### src/rtl/fetch_stage_if.sv
// Fetch-stage bus: HDU control, instruction memory port and IF/ID outputs.
// Optional: FETCH_PERF_EN adds the fetch/bubble performance counters.
interface fetch_stage_if #(
  parameter int unsigned ADDR_W  = 16,
  parameter int unsigned INSTR_W = 32
);
  logic               enable_pc;
  logic               branch_taken;
  logic [ADDR_W-1:0]  branch_target;
  logic [ADDR_W-1:0]  imem_addr;
  logic [INSTR_W-1:0] imem_data;
  logic               imem_ready;
  logic [INSTR_W-1:0] if_id_instr;
  logic [ADDR_W-1:0]  if_id_pc;
  logic               if_id_valid;
  logic [3:0]         if_id_registerA;
  logic [3:0]         if_id_registerB;
`ifdef FETCH_PERF_EN
  logic [31:0]        fetch_count;
  logic [31:0]        bubble_count;

  modport master (
    input  enable_pc, branch_taken, branch_target, imem_data, imem_ready,
    output imem_addr, if_id_instr, if_id_pc, if_id_valid,
    output if_id_registerA, if_id_registerB, fetch_count, bubble_count
  );

  modport slave (
    output enable_pc, branch_taken, branch_target, imem_data, imem_ready,
    input  imem_addr, if_id_instr, if_id_pc, if_id_valid,
    input  if_id_registerA, if_id_registerB, fetch_count, bubble_count
  );
`else
  modport master (
    input  enable_pc, branch_taken, branch_target, imem_data, imem_ready,
    output imem_addr, if_id_instr, if_id_pc, if_id_valid,
    output if_id_registerA, if_id_registerB
  );

  modport slave (
    output enable_pc, branch_taken, branch_target, imem_data, imem_ready,
    input  imem_addr, if_id_instr, if_id_pc, if_id_valid,
    input  if_id_registerA, if_id_registerB
  );
`endif
endinterface

### src/rtl/fetch_stage.sv
// Instruction-fetch stage and IF/ID register with stall, branch flush and imem wait bubbles.
// Optional: define FETCH_PERF_EN to add fetch_count / bubble_count counters.
module fetch_stage #(
  parameter int unsigned        ADDR_W    = 16,
  parameter int unsigned        INSTR_W   = 32,
  parameter logic [ADDR_W-1:0]  RESET_PC  = '0,
  parameter int unsigned        PC_INC    = 1,
  parameter int unsigned        RA_LSB    = 20,
  parameter int unsigned        RB_LSB    = 16,
  parameter logic [INSTR_W-1:0] NOP_INSTR = '0
) (
  input logic           clock,
  input logic           reset,
  fetch_stage_if.master bus
);

  typedef enum logic {
    S_BOOT,
    S_RUN
  } state_e;

  // What the pipeline does on the coming edge; priority is resolved once here.
  typedef enum logic [2:0] {
    ACT_IDLE,
    ACT_FLUSH,
    ACT_HOLD,
    ACT_BUBBLE,
    ACT_FETCH
  } action_e;

  state_e             state_q;
  action_e            action;
  logic [ADDR_W-1:0]  pc_q;
  logic [ADDR_W-1:0]  pc_inc_d;
  logic [INSTR_W-1:0] instr_q;
  logic [ADDR_W-1:0]  if_pc_q;
  logic               valid_q;

  // NOTE: every always_comb output gets a default first so no path can infer a latch.
  always_comb begin
    action = ACT_IDLE;
    if (state_q == S_RUN) begin
      if (bus.branch_taken)     action = ACT_FLUSH;
      else if (!bus.enable_pc)  action = ACT_HOLD;
      else if (!bus.imem_ready) action = ACT_BUBBLE;
      else                      action = ACT_FETCH;
    end
  end

  assign pc_inc_d = pc_q + ADDR_W'(PC_INC);

  // NOTE: sequential state uses non-blocking assignments so every register samples pre-edge values.
  always_ff @(posedge clock) begin
    if (reset) begin
      state_q <= S_BOOT;
      pc_q    <= RESET_PC;
      instr_q <= NOP_INSTR;
      if_pc_q <= '0;
      valid_q <= 1'b0;
    end else begin
      state_q <= S_RUN;
      case (action)
        ACT_FLUSH: begin
          pc_q    <= bus.branch_target;
          instr_q <= NOP_INSTR;
          valid_q <= 1'b0;
        end
        ACT_BUBBLE: begin
          instr_q <= NOP_INSTR;
          valid_q <= 1'b0;
        end
        ACT_FETCH: begin
          pc_q    <= pc_inc_d;
          instr_q <= bus.imem_data;
          if_pc_q <= pc_q;
          valid_q <= 1'b1;
        end
        default: ;
      endcase
    end
  end

`ifdef FETCH_PERF_EN
  logic [31:0] fetch_count_q;
  logic [31:0] bubble_count_q;

  always_ff @(posedge clock) begin
    if (reset) begin
      fetch_count_q  <= '0;
      bubble_count_q <= '0;
    end else begin
      if (action == ACT_FETCH)
        fetch_count_q <= fetch_count_q + 32'd1;
      if (action == ACT_FLUSH || action == ACT_BUBBLE)
        bubble_count_q <= bubble_count_q + 32'd1;
    end
  end

  assign bus.fetch_count  = fetch_count_q;
  assign bus.bubble_count = bubble_count_q;
`endif

  assign bus.imem_addr       = pc_q;
  assign bus.if_id_instr     = instr_q;
  assign bus.if_id_pc        = if_pc_q;
  assign bus.if_id_valid     = valid_q;
  assign bus.if_id_registerA = instr_q[RA_LSB +: 4];
  assign bus.if_id_registerB = instr_q[RB_LSB +: 4];

endmodule

### src/flat_wrapper.sv
// flat-port wrapper written by rule: the top's interface ports become plain ports
module fetch_stage_flat 
#(
  parameter int unsigned        ADDR_W    = 16,
  parameter int unsigned        INSTR_W   = 32,
  parameter logic [ADDR_W-1:0]  RESET_PC  = '0,
  parameter int unsigned        PC_INC    = 1,
  parameter int unsigned        RA_LSB    = 20,
  parameter int unsigned        RB_LSB    = 16,
  parameter logic [INSTR_W-1:0] NOP_INSTR = '0
)
  (clock, reset, bus_enable_pc, bus_branch_taken, bus_branch_target, bus_imem_data, bus_imem_ready, bus_imem_addr, bus_if_id_instr, bus_if_id_pc, bus_if_id_valid, bus_if_id_registerA, bus_if_id_registerB);
  fetch_stage_if #(.ADDR_W(ADDR_W), .INSTR_W(INSTR_W)) bus_i ();
  input logic clock;
  input logic reset;
  input wire logic [$bits(bus_i.enable_pc)-1:0] bus_enable_pc;
  input wire logic [$bits(bus_i.branch_taken)-1:0] bus_branch_taken;
  input wire logic [$bits(bus_i.branch_target)-1:0] bus_branch_target;
  input wire logic [$bits(bus_i.imem_data)-1:0] bus_imem_data;
  input wire logic [$bits(bus_i.imem_ready)-1:0] bus_imem_ready;
  output wire logic [$bits(bus_i.imem_addr)-1:0] bus_imem_addr;
  output wire logic [$bits(bus_i.if_id_instr)-1:0] bus_if_id_instr;
  output wire logic [$bits(bus_i.if_id_pc)-1:0] bus_if_id_pc;
  output wire logic [$bits(bus_i.if_id_valid)-1:0] bus_if_id_valid;
  output wire logic [$bits(bus_i.if_id_registerA)-1:0] bus_if_id_registerA;
  output wire logic [$bits(bus_i.if_id_registerB)-1:0] bus_if_id_registerB;
  assign bus_i.enable_pc = bus_enable_pc;
  assign bus_i.branch_taken = bus_branch_taken;
  assign bus_i.branch_target = bus_branch_target;
  assign bus_i.imem_data = bus_imem_data;
  assign bus_i.imem_ready = bus_imem_ready;
  assign bus_imem_addr = bus_i.imem_addr;
  assign bus_if_id_instr = bus_i.if_id_instr;
  assign bus_if_id_pc = bus_i.if_id_pc;
  assign bus_if_id_valid = bus_i.if_id_valid;
  assign bus_if_id_registerA = bus_i.if_id_registerA;
  assign bus_if_id_registerB = bus_i.if_id_registerB;
  fetch_stage #(.ADDR_W(ADDR_W), .INSTR_W(INSTR_W), .RESET_PC(RESET_PC), .PC_INC(PC_INC), .RA_LSB(RA_LSB), .RB_LSB(RB_LSB), .NOP_INSTR(NOP_INSTR)) u_core (.clock(clock), .reset(reset), .bus(bus_i));
endmodule
### config.mk
export PLATFORM = sky130hd
export DESIGN_NAME = fetch_stage_flat
export DESIGN_NICKNAME = d
export VERILOG_FILES = /design/src/rtl/fetch_stage_if.sv /design/src/rtl/fetch_stage.sv /design/src/flat_wrapper.sv
export SDC_FILE = /design/constraint.sdc
export NUM_CORES = 1
export LEC_CHECK = 0
export BUFFER_PORTS_ARGS = -buffer_cell sky130_fd_sc_hd__buf_2
export CAP_MARGIN = 15
export CORE_ASPECT_RATIO = 0.5
export CORE_MARGIN = 3
export CORE_UTILIZATION = 36
export CTS_CLUSTER_SIZE = 25
export DETAILED_ROUTE_END_ITERATION = 16
export MAX_ROUTING_LAYER = met4
export PLACE_DENSITY = 0.62
export SLEW_MARGIN = 30
export SYNTH_ARGS = -nofsm -noshare
export SYNTH_HDL_FRONTEND = slang
export SYNTH_SLANG_ARGS = --single-unit
export TNS_END_PERCENT = 10
### constraint.sdc
create_clock -name clock -period 4.4 [get_ports clock]
set_input_delay 1.1 -clock clock [delete_from_list [all_inputs] [get_ports clock]]
set_output_delay 1.1 -clock clock [all_outputs]
set_load 0.01 [all_outputs]
* After elaboration in Yosys (flattened, before gate mapping)
Cells that the tools add are included.
** Word-level totals
- Flip-flop bits (word level) :: 66
- Bits of input ports :: 53
- Output and inout bits :: 73
- Word-level logic and storage cells :: 20
** Cells by class
- Add/subtract/negate cells :: 1
- Equal/unequal tests :: 3
- Multiplexer cells :: 8
- Reduce and logical (&&, ||, !) cells :: 3
** Operators by type and width (number)
- $pmux W32 S2 :: 1
- $pmux W16 S2 :: 1
- $add A16 B1 Y16 const B :: 1
- $mux W3 :: 4
- $reduce_bool A2 Y1 :: 2
- $eq A3 B1 Y1 const B :: 1
- $eq A3 B2 Y1 const B :: 1
- $eq A3 B3 Y1 const B :: 1
- $pmux W1 S2 :: 1
- $reduce_or A2 Y1 :: 1
- $mux W1 :: 1

* Logic depth before layout (Yosys ltp)
- Depth after elaboration :: 7
- Mapped depth :: 7
- Mapped depth without buffers :: 5

* Least setup slack after synthesis
No wires, ideal clock.
- Path kind :: input-to-reg
- Start :: in bus_branch_taken
- End :: reg u_core.pc_q[9] (netlist: u_core.bus.imem_addr[9])
- Library setup time :: 0.074 ns
- Data arrival time :: 2.296 ns
- Data required time :: 4.326 ns
- Slack :: 2.030 ns
- Cell stages on the path :: 4
- Buffers on the path :: 0
- Cell sequence :: nand4b_4 or4_4 or3_1 a31oi_1
** Between the ends
- Cells in the longest elaborated chain, start to end :: 4
- Elaborated cells between the ends (all ways) :: 6
- Classes of those cells :: 2 x eq/ne; 3 x mux; 1 x reduce/logical
** RTL lines
- from (decl) :: line flat_wrapper.sv:17 : input wire logic [$bits(bus_i.branch_taken)-1:0] bus_branch_taken;
- $mux W3 * :: line fetch_stage.sv:43 : if (bus.branch_taken) action = ACT_FLUSH;
- $mux W3 * :: line fetch_stage.sv:42 : if (state_q == S_RUN) begin
- $eq A3 B3 Y1 / $eq A3 B1 Y1 (equally long branches) :: line fetch_stage.sv:62 : case (action)
- $pmux W16 S2 / $reduce_bool A2 Y1 (equally long branches)
- to (signal assigned) :: line fetch_stage.sv:64 : pc_q <= bus.branch_target;
- to (signal assigned) :: line fetch_stage.sv:73 : pc_q <= pc_inc_d;
- to (decl) :: line fetch_stage.sv:33 : logic [ADDR_W-1:0] pc_q;
Mark *: on every way between the ends. The rest lies on a longest branch, timed or not.
A chain may end at the register's enable or synchronous reset.

* Worst setup path after layout
Ends and elaborated chain as after synthesis.

==> results.yml <==
critical_path:
  cp.arrival_ns: 2.80
  end_kind: "flip-flop"
  rrSetupSlack_ns: 2.34
  slowest_delay_ns: 0.67
  slowest_stage: "or4_4"
  r2r-start: "u_core.state_q"
  setup.worst_path.class: "primary input to flip-flop"
  cp_max_fo: 27
  worstSetupEndpoint: "u_core.bus.imem_addr[9]"
  required_ns: 4.65
  crit_path_start_kind: "primary input"
  r2r.worst_path.cells: 4
  crit_chain: "buf_2, nand4b_4, or4_4, or3_1, a31oi_1"
  critPathLaunch: "bus_branch_taken"
  rr_endpoint: "u_core.bus.imem_addr[9]"
final_layout:
  layout_commonest_cell: "buf_2"
  areaGrowthSynthToFinish_pct: 34.5
  fillerInstances: 692
  multi_input_area_sq_mm: 0.00120
  final_cell_mix: "buf_2, dfxtp_1, nand2_1"
  drive_gt1_frac: 0.354
  seqCellArea_sq_mm: 0.00132
  diodes: 0
  final_nets: 476
sta:
  fmax_mhz: 392
  rsz0062_at_grt: "no"
  slew_headroom: 0.461
  finalMaxSlewViolations: 0
  finalCritPeriodShare: 0.579
  setup_viol_count_final: 0
  hold_viol_final: 0
  min_period_ns: 2.55
  hold_slack_ns: 0.450
  finClkSkew_ns: 0.00294
  fin_setup_tns_ns: 0
  worstMarginPinSlew_ns: 0.806
yosys:
  yosys.cell_types.count: 35
  synth_area_leader_cell: "dfxtp_1"
  synth_area_sq_mm: 0.00267
  syn_inst: 315
  yosysWarningCount: 0
  seq_area_frac_synth: 0.495
  synth_top_cell_area_share: 0.495
  yosys-top-cells-area: "dfxtp_1, a22oi_1, nand2_1"
  avgSynthCellArea_sq_um: 8.48
  ys_seq_elements: 66
  syn-num-nets: 369
detailed_routing:
  viasPerCell: 5.20
  drc: 0
  num_vias: 2696
  first_iter_violations: 180
  antenna_left: 0
  finalWirelength_um: 7510
  drt-wirelength-per-cell_um: 14.5
  first_pass_iters: 4
place:
  globalplace.congestion: 0.751
  io_buffers: 125
  hpwlAfterDp_um: 5190
cts:
  post_cts_buffers: 0
  clk_pin_slew_ns: 0.05
  htreeDepth: 3
  clk_latency_ns: 0.32
  numCtsBuffers: 9
  ctsResizeCount: 0
  hold_buffers: 0
  clockBufferDepth: 2
  cts-root-buf: "clkbuf_16"
  cts_num_sinks: 66
  cts_tree: "built"
grt:
  grt-busiest-layer: "met2"
  grt_first_pass_wirelength_um: 12000
  grt_pass1_vias: 2513
  track_usage: 0.183
  gr-total-overflow: 0
  use_met1: 0.211
  antenna_found_initial: 0
  met2_usage: 0.304
  grt_max_degree: 39
  grtUsageMet3: 0.0560
die:
  die_h_um: 66.9
  io_pins: 126
  rows: 21
  dieWidth_um: 128
  coreArea_sq_mm: 0.00694
  initial_core_util: 0.385
  die-area_sq_mm: 0.00855
outcome:
  status: "finished, final reports clean"
power:
  peakVddDrop_v: 0.000214
  cellPowerDensity_mw_per_mm2: 405
  p_leak_nw: 1.60
job:
  maxCapViolations: 0
hold_path:
  hold_path_class: "flip-flop to flip-flop"
## registers in the layout, summed over array words and instances (netlist names)
register,flops
u_core.state_q,1
u_core.bus.if_id_instr,32
u_core.bus.if_id_pc,16
u_core.bus.if_id_valid,1
u_core.bus.imem_addr,16
## cells in the mapped netlist (all sizes together)
master and n:
nand3b 1, nand4b 1, and3 6, o31a 2
a22oi 33, o211ai 2, dfxtp 66, or3 3
nor2 36, and4b 1, nor3 3, a31oi 9
nor4 4, a41oi 1, or4 2, buf 15
clkbuf 16, o21a 3, o221ai 1, nand2 51
o21ba 2, a21oi 22, nand3 11, inv 2
nand4 7, mux2 2, ha 1, nand2b 1
o21ai 7, and2 2, or2 2
## routing by layer
metal	routed length, um	vias to the layer above
met3	512	9
met1	3220	1270
met4	104	0
li1	-	1330
met2	3670	87
met5	0	-
## final cells by class
| cell class | instances | share of cell area |
|---|---|---|
| multi-input cells | 216 | 0.335 |
| clock inverters | 2 | 0.00975 |
| well taps | 92 | 0.0320 |
| clock buffers | 13 | 0.0752 |
| inverters | 2 | 0.00209 |
| flip-flops and latches | 66 | 0.368 |
| repair buffers | 127 | 0.178 |
## worst min-delay path by stage
stage	from	depth (start not counted)	to
after global routing	u_core.bus.if_id_pc[10]	2	u_core.bus.if_id_pc[10]
after CTS	u_core.bus.if_id_pc[10]	2	u_core.bus.if_id_pc[10]
final	u_core.bus.if_id_pc[10]	2	u_core.bus.if_id_pc[10]
after global placement	u_core.bus.if_id_pc[5]	2	u_core.bus.if_id_pc[5]
after detailed placement	u_core.bus.if_id_pc[10]	2	u_core.bus.if_id_pc[10]
after floorplan	u_core.bus.if_id_pc[0]	2	u_core.bus.if_id_pc[0]
## report_power, final
part / leakage, nW / internal [mW] / switching (mW)
combinational: 0.917 / 0.0441 / 0.0582
sequential: 0.535 / 0.613 / 0.0180
clock: 0.152 / 0.480 / 0.241
total: 1.60 / 1.14 / 0.317
## worst max-delay path: cells and delay by family
family | cells | cell delay, ns
compound gates | 1 | 0.15
buf+inv | 1 | 0.13
simple gates | 3 | 1.40
## cell families after synthesis
family,Yosys count,share of synthesized area
simple gates,131,0.230
compound gates,82,0.203
flops,66,0.495
buf+inv,33,0.0600
mux,2,0.00843
fa+ha+maj,1,0.00468
## per-stage QoR
step	power (mW)	instance area (sq um)	util	std cells	worst slack [ns]
6_report	1.45	3590	0.518	518	1.85
3_3_place_gp	0.742	3280	0.473	503	1.56
2_1_floorplan	0.694	2670	-	315	2.03
4_1_cts	1.47	3590	0.518	518	1.85
3_5_place_dp	0.746	3290	0.474	503	1.51
5_1_grt	1.51	3590	0.518	518	1.74
No activity file was read; power rests on OpenSTA's default activity.
